==> src/rtl/mem_access_unit_pkg.sv <==
// Shared constants and helpers for the data-memory access unit.
// Access-size encodings, pending-entry field widths, alignment check.
package mem_access_unit_pkg;

   localparam logic [1:0] MEM_SIZE_B = 2'd0;
   localparam logic [1:0] MEM_SIZE_H = 2'd1;
   localparam logic [1:0] MEM_SIZE_W = 2'd2;

   localparam int SIZE_W = 2;
   localparam int OFF_W  = 2;

   function automatic logic misaligned(
      input logic [SIZE_W-1:0] size,
      input logic [OFF_W-1:0]  off
   );
      return (size == MEM_SIZE_H && off[0]) ||
             (size == MEM_SIZE_W && off != 2'b00);
   endfunction

endpackage

==> src/rtl/mem_access_unit_if.sv <==
// SRAM-like data bus: req/addr_ok request channel, data_ok/rdata return.
// master = access unit (drives request), slave = memory side.
interface mem_access_unit_if;
   logic        data_req;
   logic        data_wr;
   logic [1:0]  data_size;
   logic [31:0] data_addr;
   logic [3:0]  data_wstrb;
   logic [31:0] data_wdata;
   logic        data_addr_ok;
   logic        data_data_ok;
   logic [31:0] data_rdata;

   modport master (
      output data_req, data_wr, data_size,
      output data_addr, data_wstrb, data_wdata,
      input  data_addr_ok, data_data_ok, data_rdata
   );

   modport slave (
      input  data_req, data_wr, data_size,
      input  data_addr, data_wstrb, data_wdata,
      output data_addr_ok, data_data_ok, data_rdata
   );
endinterface

==> src/rtl/mem_pend_fifo.sv <==
// In-order pending queue: push/pop, occupancy count, broadcast kill-all.
// Ports: push_i/din_i, pop_i, kill_all_i -> dout_o, killed_o, count_o, empty_o.
module mem_pend_fifo #(
   parameter int DEPTH = 2,
   parameter int W     = 8
) (
   input  logic                       clk_i,
   input  logic                       rst_ni,
   input  logic                       push_i,
   input  logic [W-1:0]               din_i,
   input  logic                       pop_i,
   input  logic                       kill_all_i,
   output logic [W-1:0]               dout_o,
   output logic                       killed_o,
   output logic [$clog2(DEPTH+1)-1:0] count_o,
   output logic                       empty_o
);

   localparam int PW = (DEPTH > 1) ? $clog2(DEPTH) : 1;
   localparam int CW = $clog2(DEPTH + 1);

   logic [W-1:0]     mem_q [DEPTH];
   logic [DEPTH-1:0] killed_q, killed_d;
   logic [PW-1:0]    wr_q, wr_d, rd_q, rd_d;
   logic [CW-1:0]    cnt_q, cnt_d;

   function automatic logic [PW-1:0] inc(
      input logic [PW-1:0] p
   );
      return (p == PW'(DEPTH - 1)) ? '0 : p + 1'b1;
   endfunction

   always_comb begin
      wr_d     = push_i ? inc(wr_q) : wr_q;
      rd_d     = pop_i ? inc(rd_q) : rd_q;
      cnt_d    = cnt_q;
      if (push_i && !pop_i)
         cnt_d = cnt_q + 1'b1;
      else if (pop_i && !push_i)
         cnt_d = cnt_q - 1'b1;
      killed_d = kill_all_i ? '1 : killed_q;
      // a fresh entry is always live
      if (push_i)
         killed_d[wr_q] = 1'b0;
   end

   always_ff @(posedge clk_i or negedge rst_ni) begin
      if (!rst_ni) begin
         wr_q     <= '0;
         rd_q     <= '0;
         cnt_q    <= '0;
         killed_q <= '0;
      end else begin
         wr_q     <= wr_d;
         rd_q     <= rd_d;
         cnt_q    <= cnt_d;
         killed_q <= killed_d;
      end
   end

   always_ff @(posedge clk_i) begin
      if (push_i)
         mem_q[wr_q] <= din_i;
   end

   assign dout_o   = mem_q[rd_q];
   assign killed_o = killed_q[rd_q];
   assign count_o  = cnt_q;
   assign empty_o  = (cnt_q == '0);

endmodule

==> src/rtl/mem_access_unit.sv <==
// Memory-stage access unit: issues ops onto the data bus, tracks MAX_OUT in flight.
// Ports: op_* in, dbus (master), rsp_* registered out, busy/stall/proto_err.
module mem_access_unit
   import mem_access_unit_pkg::*;
#(
   parameter int MAX_OUT = 2,
   parameter int TAG_W   = 5
) (
   input  logic                cpu_clk_50M,
   input  logic                cpu_rst_n,
   input  logic                op_valid,
   input  logic                op_load,
   input  logic [1:0]          op_size,
   input  logic                op_unsigned,
   input  logic [31:0]         op_addr,
   input  logic [31:0]         op_wdata,
   input  logic [TAG_W-1:0]    op_tag,
   output logic                op_ready,
   output logic                op_misalign,
   input  logic                flush,
   mem_access_unit_if.master   dbus,
   output logic                rsp_valid,
   output logic                rsp_load,
   output logic [TAG_W-1:0]    rsp_tag,
   output logic [31:0]         rsp_data,
   output logic                busy,
   output logic                stall,
   output logic                proto_err
);

   localparam int CW = $clog2(MAX_OUT + 1);

   typedef struct packed {
      logic              load;
      logic [SIZE_W-1:0] size;
      logic              uns;
      logic [OFF_W-1:0]  off;
      logic [TAG_W-1:0]  tag;
   } ent_t;

   function automatic logic [3:0] strb_f(
      input logic [1:0] sz,
      input logic [1:0] off
   );
      logic [3:0] s;
      unique case (sz)
         MEM_SIZE_B: s = 4'b1000 >> off;
         MEM_SIZE_H: s = off[1] ? 4'b0011 : 4'b1100;
         default:    s = 4'b1111;
      endcase
      return s;
   endfunction

   function automatic logic [31:0] wdata_f(
      input logic [1:0]  sz,
      input logic [31:0] wd
   );
      logic [31:0] r;
      unique case (sz)
         MEM_SIZE_B: r = {4{wd[7:0]}};
         MEM_SIZE_H: r = {2{wd[15:0]}};
         default:    r = wd;
      endcase
      return r;
   endfunction

   // offset 0 is the most significant lane
   function automatic logic [31:0] load_f(
      input logic [31:0] rd,
      input logic [1:0]  sz,
      input logic        uns,
      input logic [1:0]  off
   );
      logic [7:0]  b;
      logic [15:0] h;
      logic [31:0] r;
      b = 8'(rd >> {~off, 3'b000});
      h = off[1] ? rd[15:0] : rd[31:16];
      unique case (sz)
         MEM_SIZE_B: r = {{24{b[7] & ~uns}}, b};
         MEM_SIZE_H: r = {{16{h[15] & ~uns}}, h};
         default:    r = rd;
      endcase
      return r;
   endfunction

   ent_t             push_ent, head;
   logic             head_killed, q_empty;
   logic [CW-1:0]    count;
   logic             mis, req, accept, pop;

   logic             rsp_valid_q, rsp_valid_d;
   logic             rsp_load_q, rsp_load_d;
   logic [TAG_W-1:0] rsp_tag_q, rsp_tag_d;
   logic [31:0]      rsp_data_q, rsp_data_d;
   logic             perr_q, perr_d;

   assign mis    = op_valid & misaligned(op_size, op_addr[1:0]);
   assign req    = op_valid & ~mis & ~flush &
                   (count < CW'(MAX_OUT));
   assign accept = req & dbus.data_addr_ok;
   assign pop    = dbus.data_data_ok & ~q_empty;

   assign push_ent = '{load: op_load, size: op_size,
                       uns: op_unsigned, off: op_addr[1:0],
                       tag: op_tag};

   mem_pend_fifo #(
      .DEPTH (MAX_OUT),
      .W     ($bits(ent_t))
   ) u_pend (
      .clk_i      (cpu_clk_50M),
      .rst_ni     (cpu_rst_n),
      .push_i     (accept),
      .din_i      (push_ent),
      .pop_i      (pop),
      .kill_all_i (flush),
      .dout_o     (head),
      .killed_o   (head_killed),
      .count_o    (count),
      .empty_o    (q_empty)
   );

   assign dbus.data_req   = req;
   assign dbus.data_wr    = ~op_load;
   assign dbus.data_size  = op_size;
   assign dbus.data_addr  = op_addr;
   assign dbus.data_wstrb = op_load ? 4'b0000
                                    : strb_f(op_size, op_addr[1:0]);
   assign dbus.data_wdata = wdata_f(op_size, op_wdata);

   assign op_misalign = mis;
   assign op_ready    = mis | accept;
   assign stall       = op_valid & ~op_ready;
   assign busy        = ~q_empty;

   always_comb begin
      rsp_load_d  = rsp_load_q;
      rsp_tag_d   = rsp_tag_q;
      rsp_data_d  = rsp_data_q;
      // a flush in the pop cycle also kills the popped entry
      rsp_valid_d = pop & ~head_killed & ~flush;
      perr_d      = perr_q | (dbus.data_data_ok & q_empty);
      if (rsp_valid_d) begin
         rsp_load_d = head.load;
         rsp_tag_d  = head.tag;
         rsp_data_d = head.load
                    ? load_f(dbus.data_rdata, head.size,
                             head.uns, head.off)
                    : 32'h0;
      end
   end

   always_ff @(posedge cpu_clk_50M or negedge cpu_rst_n) begin
      if (!cpu_rst_n) begin
         rsp_valid_q <= 1'b0;
         rsp_load_q  <= 1'b0;
         rsp_tag_q   <= '0;
         rsp_data_q  <= '0;
         perr_q      <= 1'b0;
      end else begin
         rsp_valid_q <= rsp_valid_d;
         rsp_load_q  <= rsp_load_d;
         rsp_tag_q   <= rsp_tag_d;
         rsp_data_q  <= rsp_data_d;
         perr_q      <= perr_d;
      end
   end

   assign rsp_valid = rsp_valid_q;
   assign rsp_load  = rsp_load_q;
   assign rsp_tag   = rsp_tag_q;
   assign rsp_data  = rsp_data_q;
   assign proto_err = perr_q;

endmodule

==> src/flat_wrapper.sv <==
// flat-port wrapper written by rule: the top's interface ports become plain ports
module mem_access_unit_flat import mem_access_unit_pkg::*;
#(
   parameter int MAX_OUT = 2,
   parameter int TAG_W   = 5
)
  (cpu_clk_50M, cpu_rst_n, op_valid, op_load, op_size, op_unsigned, op_addr, op_wdata, op_tag, op_ready, op_misalign, flush, rsp_valid, rsp_load, rsp_tag, rsp_data, busy, stall, proto_err, dbus_data_req, dbus_data_wr, dbus_data_size, dbus_data_addr, dbus_data_wstrb, dbus_data_wdata, dbus_data_addr_ok, dbus_data_data_ok, dbus_data_rdata);
  mem_access_unit_if dbus_i ();
  input  logic cpu_clk_50M;
  input  logic cpu_rst_n;
  input  logic op_valid;
  input  logic op_load;
  input  logic [1:0] op_size;
  input  logic op_unsigned;
  input  logic [31:0] op_addr;
  input  logic [31:0] op_wdata;
  input  logic [TAG_W-1:0] op_tag;
  output logic op_ready;
  output logic op_misalign;
  input  logic flush;
  output logic rsp_valid;
  output logic rsp_load;
  output logic [TAG_W-1:0] rsp_tag;
  output logic [31:0] rsp_data;
  output logic busy;
  output logic stall;
  output logic proto_err;
  output wire logic [$bits(dbus_i.data_req)-1:0] dbus_data_req;
  output wire logic [$bits(dbus_i.data_wr)-1:0] dbus_data_wr;
  output wire logic [$bits(dbus_i.data_size)-1:0] dbus_data_size;
  output wire logic [$bits(dbus_i.data_addr)-1:0] dbus_data_addr;
  output wire logic [$bits(dbus_i.data_wstrb)-1:0] dbus_data_wstrb;
  output wire logic [$bits(dbus_i.data_wdata)-1:0] dbus_data_wdata;
  input wire logic [$bits(dbus_i.data_addr_ok)-1:0] dbus_data_addr_ok;
  input wire logic [$bits(dbus_i.data_data_ok)-1:0] dbus_data_data_ok;
  input wire logic [$bits(dbus_i.data_rdata)-1:0] dbus_data_rdata;
  assign dbus_data_req = dbus_i.data_req;
  assign dbus_data_wr = dbus_i.data_wr;
  assign dbus_data_size = dbus_i.data_size;
  assign dbus_data_addr = dbus_i.data_addr;
  assign dbus_data_wstrb = dbus_i.data_wstrb;
  assign dbus_data_wdata = dbus_i.data_wdata;
  assign dbus_i.data_addr_ok = dbus_data_addr_ok;
  assign dbus_i.data_data_ok = dbus_data_data_ok;
  assign dbus_i.data_rdata = dbus_data_rdata;
  mem_access_unit #(.MAX_OUT(MAX_OUT), .TAG_W(TAG_W)) u_core (.cpu_clk_50M(cpu_clk_50M), .cpu_rst_n(cpu_rst_n), .op_valid(op_valid), .op_load(op_load), .op_size(op_size), .op_unsigned(op_unsigned), .op_addr(op_addr), .op_wdata(op_wdata), .op_tag(op_tag), .op_ready(op_ready), .op_misalign(op_misalign), .flush(flush), .dbus(dbus_i), .rsp_valid(rsp_valid), .rsp_load(rsp_load), .rsp_tag(rsp_tag), .rsp_data(rsp_data), .busy(busy), .stall(stall), .proto_err(proto_err));
endmodule
==> config.mk <==
export PLATFORM = sky130hd
export DESIGN_NAME = mem_access_unit_flat
export DESIGN_NICKNAME = d
export VERILOG_FILES = /design/src/rtl/mem_access_unit_pkg.sv /design/src/rtl/mem_access_unit_if.sv /design/src/rtl/mem_pend_fifo.sv /design/src/rtl/mem_access_unit.sv /design/src/flat_wrapper.sv
export SDC_FILE = /design/constraint.sdc
export NUM_CORES = 1
export LEC_CHECK = 0
export ABC_CLOCK_PERIOD_IN_PS = 2400
export CORE_MARGIN = 3
export CORE_UTILIZATION = 40
export DETAILED_ROUTE_END_ITERATION = 7
export GPL_TIMING_DRIVEN = 0
export PLACE_DENSITY_LB_ADDON = 0.1
export SYNTH_ARGS = -nofsm -noshare
export SYNTH_HDL_FRONTEND = slang
export SYNTH_SLANG_ARGS = --single-unit
==> constraint.sdc <==
create_clock -name cpu_clk_50M -period 2.4 [get_ports cpu_clk_50M]
set_input_delay 0.48 -clock cpu_clk_50M [delete_from_list [all_inputs] [get_ports cpu_clk_50M]]
set_output_delay 0.48 -clock cpu_clk_50M [all_outputs]
set_load 0.05 [all_outputs]
# == After elaboration in Yosys (flattened, before gate mapping) ==
# Memory sizes are Yosys's and may differ from the RTL's.
# Cells that the tools add are included.
# totals
input_bits,111
wordCells,79
reg_bits,46
memories,1
ramBits,22
output_inout_bits,116
# op_classes
n_addsub,4
n_reduce_logical,13
n_bitwise,24
n_shift,2
eq_ne,3
mux,19
magnitude_cmp,4
# memory_table
name,words,width,rd,rd_ports_with_merged_regs,write_ports,line_no,text
u_core.u_pend.mem_q,2,11,1,0,1,mem_pend_fifo.sv:22,logic [W-1:0] mem_q [DEPTH];
# op_table
cell,count
32-bit case mux with 2 select lines,2
32-bit 2-to-1 mux,1
32-bit by 5-bit >> shifter with 8-bit output,1
16-bit 2-to-1 mux,1
1-bit AND,12
2-bit 2-to-1 mux,4
4-bit 2-to-1 mux,2
4-bit case mux with 2 select lines,1
1-bit 2-to-1 mux,7
1-bit inverter,7
2-bit zero test,3
1-bit logical AND,5
2-bit by 1-bit == test with 1-bit output (second input constant),2
1-bit by 2-bit < comparator with 1-bit output (second input constant),2
2-bit inverter,2
2-bit nonzero test,2
4-bit by 2-bit >> shifter with 4-bit output (first input constant),1
1-bit adder (second input constant),2
2-bit by 1-bit adder with 2-bit output (second input constant),1
2-bit AND,1
2-bit == test (second input constant),1
1-bit zero test,2
2-bit < comparator (second input constant),1
1-bit OR,2
other kinds (4),4

# == Longest topological paths before layout ==
# Gate-level depths: netlist of run 1.
# depth
depth_word,13
mapped_depth,8
ltp_nobuf,7

# == Hierarchy ==
# Synthesis of run 1 repeated with hierarchy kept, for this count alone.
# unflattened
hier_cells,350
hier_area_um2,3888.7
# modules_own_cells
module,area_per_inst_um2,seq_area_each_um2,n_inst,cells_each
mem_access_unit,2802.7,1001.0,1,294
mem_pend_fifo,1086.0,810.8,1,56

# == Worst setup path before layout of run 1 ==
# Ideal clock, no wire load.
# synth_timing
kind,input -> output
startpoint,input port op_size[0]
endpoint,output port dbus_data_wdata[24]
n_path_buf,1
required_ps,1920
arrival_ps,2105
path_stages,3
slack_ps,-185
path_cell_list,buf_1 -> mux2i_1 -> o21ai_0
# synth_between
elab_chain_len,2
word_cells_on_any_way,3
classes_between,1 x eq/ne; 1 x mux; 1 x reduce/logical
# synth_lines
element,line_no,text
"start, declared",flat_wrapper.sv:13,input logic [1:0] op_size;
2-bit by 1-bit == test with 1-bit output or 2-bit zero test (tied branches),mem_access_unit.sv:59,unique case (sz)
32-bit case mux with 2 select lines *,mem_access_unit.sv:59,
"end, declared",flat_wrapper.sv:33,output wire logic [$bits(dbus_i.data_wdata)-1:0] dbus_data_wdata;
# Every way passes the cells marked *; elsewhere a longest branch is shown, timed or not.

# == Worst setup path after layout of run 1 ==
# layout_timing
startpoint,input port op_size[1]
endpoint,output port dbus_data_wdata[13]
# The elaborated chain is that of the path after synthesis.

==> impl_metrics.tcl, run 1 <==
set metrics [dict create \
    outcome "completed" \
    synth_top_cell_area_share_pct 27.4 \
    start_kind "input port" \
    fp.dieW_um 108 \
    ys.flop_type "dfrtp_1" \
    place_congestion 0.826 \
    first_iter_violations 218 \
    p_sw_share_pct 42.4 \
    synth_cell_types 48 \
    crit_chain "dlygate4sd2_1, clkbuf_8, nor2_4, mux2_2, dlygate4sd2_1" \
    intPower_uw 2810 \
    grt.total_usage_pct 22.1 \
    vias_per_cell 5.25 \
    drive_above_1_share_pct 26.8 \
    antenna_cells 0 \
    drt-pass1-iter-count 5 \
    endpoint_kind "output port" \
    drv_slew 0 \
    grt_pass1_vias 3935 \
    hold_violations 0 \
    routed_wirelength_mm 13.3 \
    setup_violations 0 \
    power_frac_clock_pct 19.5 \
    syn_nets 510 \
    placement_rows 36 \
    fmax_ghz 0.426 \
    cts_buffers 9 \
    reg2reg_setup_slack_ns 0.20 \
    drc 0 \
    r2r_cells 6 \
    critPathLaunch "op_size[1]" \
    worst-slew-pin-transition_ns 0.608 \
    synth_edf_count 22 \
    clock_path_buffers 2 \
    die_h_um 108 \
    synth_top_area_cell "dfrtp_1" \
    pwr-share-comb_pct 50.4 \
    net-switching-power_uw 2060 \
    dp_hpwl_mm 10.6 \
    cap_violations 0 \
    portBuffers 196 \
    cts_tree "done" \
    num-nets-final 719 \
    vias 3914 \
    io_pins 227 \
    min_period_ns 2.34 \
    holdBufCountCts 0 \
    clockRootBuffer "clkbuf_8" \
    crit_type "in2out" \
    dp.cells 728 \
    clk_pin_slew_ns 0.08 \
    rsz0062_at_grt "false" \
    cp_slowest_stage_delay_ns 0.43 \
    grt_pass1_wl_mm 20.3 \
    crit_top_cell "dlygate4sd2_1" \
    syn2layout_area_growth_pct 56.6 \
    antenna_left 0 \
    cts_htree_levels 3 \
    r2r-end "u_core.rsp_data[27]" \
    vdd_drop_max_mv 0.523 \
    synth_cells 398 \
    cp_max_fo 10 \
    worstPathRequired_ns 1.92 \
    antenna_found_initial 0 \
    clock_latency_ns 0.35 \
    cts.sinks 68 \
    overflow 0 \
    synth_area_leaders "dfrtp_1 27%, edfxtp_1 16%, mux2_2 11%" \
    synth_seq_cells 68 \
    cp.arrival_ns 1.86 \
    synth_area_um2 4200 \
    clock_skew_ns 0.0142 \
    power.density_nw_per_um2 740 \
    async_flop_share_pct 67.6 \
    synthTopCellsByCount "46 x dfrtp_1, 43 x buf_4, 41 x mux2_2" \
    initial_core_util_pct 42.0 \
    yosysSeqAreaShare_pct 43.1 \
    max_slew_margin_pct 59.4 \
    hp-class "in2async" \
    crit_path_end "dbus_data_wdata[13]" \
    die-area_um2 11800 \
    synth.most_common_cell "dfrtp_1" \
    synth_warnings 0 \
    stdcell_count 745 \
    post-route-util_pct 65.8 \
    avgSynthCellArea_um2 10.6 \
    core_area_um2 10000 \
    grt_max_degree 25 \
    wire_per_inst_um 17.8 \
    p_leak_uw 0.00275 \
    critPathSlowestCell "dlygate4sd2_1" \
    fin_crit_sh_pct 97.7 \
    rr_startpoint "u_core.u_pend.rd_q" \
    seqPwrFrac_pct 30.2 \
]
==> critical path, delay by kind of cell <==
family | cells | cell delay [ns]
buf+inv | 3 | 0.90
mux | 1 | 0.35
simple gates | 1 | 0.13
==> logic make-up after synthesis <==
logic type / after synthesis / share of synthesized area, %
AO/OA/AOI/OAI: 125 / 20.1
buffers and inverters: 77 / 11.8
flip-flops: 68 / 43.1
multiplexers: 63 / 17.2
AND/OR/NAND/NOR: 59 / 6.35
XOR/XNOR: 5 / 1.04
adder cells (fa/ha/maj): 1 / 0.298
==> worst min-delay path by stage <==
stage	end	cells after the start	slack, ns
5_1_grt	u_core.rsp_tag[3]	1	0.13
3_3_place_gp	u_core.proto_err	1	0.44
3_5_place_dp	u_core.proto_err	1	0.45
2_1_floorplan	u_core.proto_err	0	0.18
6_report	u_core.rsp_tag[3]	1	0.11
4_1_cts	u_core.rsp_tag[3]	1	0.11
==> cells in the final DEF (no fill, tap or decap), drive strengths merged, types with 10 or more instances in the layout <==
| cell type | count |
|---|---|
| buf | 72 |
| nand2 | 32 |
| clkbuf | 21 |
| inv | 10 |
| a22oi | 23 |
| a21oi | 21 |
| nor2 | 13 |
| edfxtp | 22 |
| dfrtp | 46 |
| mux2i | 18 |
| o21ai | 38 |
| dlygate4sd2 | 16 |
| clkdlybuf4s15 | 13 |
| a31oi | 17 |
| clkdlybuf4s50 | 146 |
| mux2 | 44 |
==> metrics by stage <==
stage | power, uW | worst slack [ns] | hold slack (ns) | setup TNS [ns] | cell area (um2)
2_1_floorplan | 3150 | 0.103 | 0.184 | 0 | 4200
3_3_place_gp | 3910 | -1.26 | 0.442 | -69.45 | 6330
3_5_place_dp | 3950 | -1.29 | 0.454 | -50.19 | 6340
4_1_cts | 4890 | 0.0000981 | 0.106 | 0 | 6550
5_1_grt | 5100 | 0.00529 | 0.129 | 0 | 6580
6_report | 4870 | 0.0553 | 0.107 | 0 | 6580
==> area by class of cell <==
type | instances | area, um2
tap | 133 | 166
multi-input combinational | 253 | 1940
timing repair buffer | 198 | 1950
clock buffer | 9 | 124
fill | 829 | 3420
inverter | 9 | 33.8
buffer | 68 | 482
clock inverter | 7 | 75.1
sequential | 68 | 1810
==> metal layers <==
| layer | global-route usage (%) | vias to the layer above | wire (um) |
|---|---|---|---|
| met5 | 0 | - | 0 |
| met4 | 5.95 | 0 | 167 |
| met3 | 6.57 | 13 | 1160 |
| met2 | 37.6 | 186 | 6720 |
| met1 | 27.3 | 1852 | 5220 |
| li1 | - | 1863 | - |
==> power by group through the flow <==
stage	clock, uW	sequential [uW]	combinational [uW]
after global placement	0	1480	2430
final	948	1470	2450
after floorplan	0	1840	1310
after CTS	965	1470	2460
after detailed placement	0	1490	2460
after global routing	1020	1490	2590
==> timing repair <==
action | in CTS | in global routing
pin swaps | 2 | 0
resized for setup | 141 | 9
hold endpoints to repair | 0 | 0
setup endpoints to repair | 65 | 9
setup buffers | 1 | 0
==> sequential cells by signal, summed over array words and instances (netlist names) <==
name and cells:
u_core.u_pend.rd_q 1, u_core.u_pend.count_o 2, u_core.u_pend.wr_q 1, u_core.rsp_data 32
u_core.rsp_valid 1, u_core.rsp_tag 5, u_core.rsp_load 1, u_core.u_pend.mem_q 22
u_core.u_pend.killed_q 2, u_core.proto_err 1
Note: power is estimated with default switching activity, not from simulation.
==> inputs of run 2 (changes only) <==
--- a/config.mk
+++ b/config.mk
@@ -7,8 +7,9 @@
 export LEC_CHECK = 0
 export ABC_CLOCK_PERIOD_IN_PS = 2400
 export CORE_MARGIN = 3
-export CORE_UTILIZATION = 40
+export CORE_UTILIZATION = 55
 export DETAILED_ROUTE_END_ITERATION = 7
+export DONT_BUFFER_PORTS = 1
 export GPL_TIMING_DRIVEN = 0
 export PLACE_DENSITY_LB_ADDON = 0.1
 export SYNTH_ARGS = -nofsm -noshare
==> impl_metrics.tcl, run 2 (synthesized netlist as in run 1, its figures left out) <==
set metrics [dict create \
    grt.total_usage_pct 27.4 \
    layout_common_cells "46 x dfrtp_1, 43 x buf_4, 41 x mux2_2" \
    hp-class "in2reg" \
    clk_pin_slew_ns 0.08 \
    rr_startpoint "u_core.u_pend.rd_q" \
    layout_setup_ws_ns 0.0512 \
    worstPathRequired_ns 1.92 \
    r2r_cells 6 \
    cp.arrival_ns 1.87 \
    wire_per_inst_um 23.7 \
    setup_violations 0 \
    drc 0 \
    grt_pass1_vias 3344 \
    grt_pass1_wl_mm 18.2 \
    r2r-end "u_core.rsp_data[30]" \
    fin_crit_sh_pct 97.9 \
    critPathSlowestCell "nor2b_1" \
    vias 3267 \
    rsz0062_at_grt "true" \
    antenna_left 0 \
    worst-slew-pin-transition_ns 1.00 \
    vdd_drop_max_mv 0.487 \
    first_iter_violations 172 \
    portBuffers 0 \
    clock_skew_ns 0.0138 \
    drive_above_1_share_pct 33.7 \
    vias_per_cell 6.34 \
    min_period_ns 2.35 \
    antenna_cells 0 \
    dp_hpwl_mm 9.31 \
    fp.dieW_um 93.4 \
    nFillCells 608 \
    cts_htree_levels 3 \
    fin_setup_tns_ns 0 \
    cts_tree "done" \
    core_area_um2 7330 \
    holdPathStages 0 \
    cts_buffers 9 \
    fmax_ghz 0.426 \
    cts.sinks 68 \
    cp_slowest_stage_delay_ns 0.74 \
    grt_max_degree 47 \
    outcome "completed" \
    critPathTopFamily "simple AND/OR/NAND/NOR gates" \
    largest_reg_flops 32 \
    cp_max_fo 10 \
    syn2layout_area_growth_pct 9.62 \
    crit_type "in2out" \
    die_h_um 93.4 \
    power.density_nw_per_um2 943 \
    reg2reg_setup_slack_ns 0.20 \
    die-area_um2 8720 \
    cp.depth 4 \
    overflow 0 \
    io_pins 227 \
    drt-pass1-iter-count 4 \
    p_leak_uw 0.00190 \
    stdcell_count 515 \
    clock_latency_ns 0.35 \
    placement_rows 31 \
    start_kind "input port" \
    finalInstanceArea_um2 4600 \
    hold_end "u_core.u_pend.mem_q[1][2]" \
    place_congestion 0.880 \
    cap_violations 0 \
    clock_path_buffers 2 \
    total_power_uw 4340 \
    endpoint_kind "output port" \
    num-nets-final 523 \
    crit_buf_inv 1 \
    hold_start "op_tag[2]" \
    max_slew_margin_pct 32.8 \
    initial_core_util_pct 57.3 \
    drv_slew 0 \
    crit_chain "clkbuf_1, nand3b_1, o21ai_0, nor2b_1" \
    clockRootBuffer "clkbuf_8" \
    antenna_found_initial 0 \
    placed_area_um2 4320 \
    routed_wirelength_mm 12.2 \
    layout_commonest_cell "dfrtp_1" \
    dp.cells 497 \
    hold_violations 0 \
    dpl_worst_slack_ns -0.107 \
]
==> run 2: cell types whose count changed in the layout (fill, tap and decap cells not counted), sizes merged, moves of 6 or more <==
cell,change
clkdlybuf4s50,-146
dlygate4sd2,-16
buf,-15
clkdlybuf4s15,-13
dlymetal6s2s,-6
==> run 2: worst register-to-register path, delay by kind of cell, from the launching register on <==
family	cells	cell delay, ns
flops	1	0.34
mux	2	0.74
buf+inv	2	0.57
compound gates	1	0.17
simple gates	1	0.26
==> run 2: how the worst max path moves through the flow <==
stage / endpoint / from / slack (ns)
after floorplan: stall / op_size[1] / 0.10
after global placement: u_core.u_pend.mem_q[0][1] / op_size[1] / -0.11
after detailed placement: u_core.u_pend.mem_q[1][1] / op_size[1] / -0.11
after CTS: dbus_data_wstrb[2] / op_size[0] / 0.00006
after global routing: dbus_data_req / u_core.u_pend.count_o[1] / -0.08
final: dbus_data_req / op_size[1] / 0.05
==> run 2: cell type report <==
cell class	instances	area (um2)	area share (%)
buffer	68	463	10.1
clock buffer	10	128	2.77
clock inverter	6	65.1	1.41
inverter	9	33.8	0.734
multi-input combinational	253	1940	42.2
sequential	68	1810	39.4
tap	99	124	2.69
timing repair buffer	2	37.5	0.815
==> run 2: per-layer routing <==
layer / up-vias / part of all wire (%) / GRT usage (%)
met4: 0 / 2.7 / 12.1
met2: 196 / 51 / 47.1
met3: 30 / 9.5 / 7.72
met5: - / 0 / 0
met1: 1573 / 37 / 31.7
li1: 1468 / - / -
==> run 2: power by group <==
group	switching (uW)	leakage (uW)	internal [uW]
clock	448	0.0000962	480
combinational	993	0.000992	571
sequential	496	0.000808	1350
total	1940	0.00190	2400
==> run 2: what timing repair did <==
| action | 4_1_cts | 5_1_grt |
|---|---|---|
| setup endpoints to repair | 3 | 14 |
| endpoints found under the hold margin | 46 | 0 |
| gates resized for setup | 3 | 11 |
| buffers inserted | 0 | 0 |
| hold buffers | 2 | 0 |
==> run 2: stage by stage <==
stage               hold slack [ns]  utilization [%]
floorplan                     0.184                -
global placement              0.186             59.0
detailed placement            0.186             59.0
CTS                           0.208             62.2
global route                  0.197             62.8
finish                        0.216             62.8
==> inputs of run 3 (changes only) <==
--- a/config.mk
+++ b/config.mk
@@ -12,6 +12,7 @@
 export DONT_BUFFER_PORTS = 1
 export GPL_TIMING_DRIVEN = 0
 export PLACE_DENSITY_LB_ADDON = 0.1
+export REMOVE_ABC_BUFFERS = 1
 export SYNTH_ARGS = -nofsm -noshare
 export SYNTH_HDL_FRONTEND = slang
 export SYNTH_SLANG_ARGS = --single-unit
==> impl_metrics.tcl, run 3 (synthesized netlist as in run 1, its figures left out) <==
set metrics [dict create \
    num-nets-final 466 \
    p_leak_uw 0.00167 \
    nFillCells 621 \
    core_area_um2 7330 \
    clk_pin_slew_ns 0.07 \
    cts.sinks 68 \
    placed_area_um2 3920 \
    rsz0062_at_grt "true" \
    drive_above_1_share_pct 23.4 \
    antenna_cells 0 \
    vias_per_cell 6.49 \
    worst-slew-pin-transition_ns 1.06 \
    vdd_drop_max_mv 0.344 \
    cp_max_fo 4 \
    cap_violations 0 \
    io_pins 227 \
    setup_violations 0 \
    initial_core_util_pct 57.3 \
    vias 2972 \
    worstPathRequired_ns 1.92 \
    finalInstanceArea_um2 4250 \
    placement_rows 31 \
    seqCellArea_um2 1820 \
    total_power_uw 4080 \
    hold_violations 0 \
    endpoint_kind "output port" \
    overflow 0 \
    die-area_um2 8720 \
    reg2reg_setup_slack_ns 0.12 \
    clock_latency_ns 0.35 \
    max_slew_margin_pct 29.0 \
    multi_input_area_um2 1940 \
    r2r_cells 7 \
    layout_common_cells "45 x dfrtp_1, 41 x mux2_2, 32 x nand2_1" \
    syn2layout_area_growth_pct 1.10 \
    place_congestion 0.784 \
    crit_type "reg2out" \
    grt_max_degree 53 \
    grt.total_usage_pct 26.2 \
    drc 0 \
    fmax_ghz 0.439 \
    fin_crit_sh_pct 95.0 \
    dp_hpwl_mm 7.80 \
    grt_pass1_wl_mm 16.9 \
    grt_pass1_vias 2974 \
    die_h_um 93.4 \
    wire_per_inst_um 24.8 \
    holdPathStages 0 \
    rr_startpoint "u_core.u_pend.rd_q" \
    drv_slew 0 \
    post-route-util_pct 57.9 \
    antenna_found_initial 0 \
    cts_buffers 9 \
    cp.arrival_ns 1.80 \
    portBuffers 0 \
    hold_start "op_addr[1]" \
    hold_end "u_core.u_pend.mem_q[0][6]" \
    first_iter_violations 228 \
    dpl_worst_slack_ns -1.05 \
    clock_path_buffers 2 \
    layout_setup_ws_ns 0.120 \
    routed_wirelength_mm 11.4 \
    cts_tree "done" \
    cts_htree_levels 3 \
    fp.dieW_um 93.4 \
    hp-class "in2reg" \
    layout_commonest_cell "dfrtp_1" \
    min_period_ns 2.28 \
    r2r-end "u_core.rsp_data[13]" \
    power.density_nw_per_um2 961 \
    clockRootBuffer "clkbuf_8" \
    clock_skew_ns 0.0125 \
    largest_reg_flops 32 \
    antenna_left 0 \
    outcome "completed" \
    drt-pass1-iter-count 5 \
    start_kind "flip-flop" \
]
==> run 3: final cells by class <==
class                           count  share of cell area (%)
Sequential cell                    68                    42.8
Clock buffer                       14                    3.83
Multi-Input combinational cell    254                    45.7
Clock inverter                      2                   0.236
Inverter                            9                   0.796
Timing Repair Buffer               12                    3.71
Tap cell                           99                    2.92
==> run 3: critical path, stage by stage (launching register included) <==
cell and delay, ns:
dfrtp_1 0.42, nor3b_1 0.25, nor2b_1 0.78
==> run 3: per-stage QoR <==
step	hold WS [ns]	std cells	setup TNS, ns
after global routing	0.203	458	-0.248
after detailed placement	0.185	432	-29.38
after global placement	0.185	429	-37.06
final	0.227	458	0
after floorplan	0.184	330	-10.27
after CTS	0.215	458	0
==> run 3: metal layers <==
metal	up-vias	routed length, um	GRT usage, %
li1	1352	-	-
met1	1394	4560	31.6
met2	211	5170	39.7
met3	15	1480	15.1
met4	0	148	6.11
met5	-	0	7.05
==> run 3: power by group <==
part | switching [uW] | internal [uW] | leakage (uW)
clock network | 422 | 430 | 0.0000905
registers | 551 | 1360 | 0.000807
logic | 798 | 521 | 0.000774
total | 1770 | 2310 | 0.00167
==> run 3: how the worst max path moves through the flow <==
stage,from,endpoint,slack (ns),depth (start not counted)
3_5_place_dp,u_core.u_pend.rd_q,u_core.rsp_data[29],-1.05,4
4_1_cts,u_core.u_pend.rd_q,u_core.rsp_data[13],0.05,5
2_1_floorplan,u_core.u_pend.rd_q,u_core.rsp_data[14],-0.38,4
5_1_grt,u_core.u_pend.count_o[1],u_core.u_pend.mem_q[1][3],-0.03,3
3_3_place_gp,u_core.u_pend.rd_q,u_core.rsp_data[27],-1.03,4
6_report,u_core.u_pend.count_o[1],dbus_data_req,0.12,2
==> run 3: what timing repair did <==
action                                 in CTS  in global routing
setup buffers                               7                  0
setup endpoints to repair                  32                 25
endpoints found under the hold margin      46                  0
gates resized for setup                     5                  2
hold buffers                                2                  0
pin swaps                                   1                  0
cloned                                      1                  0
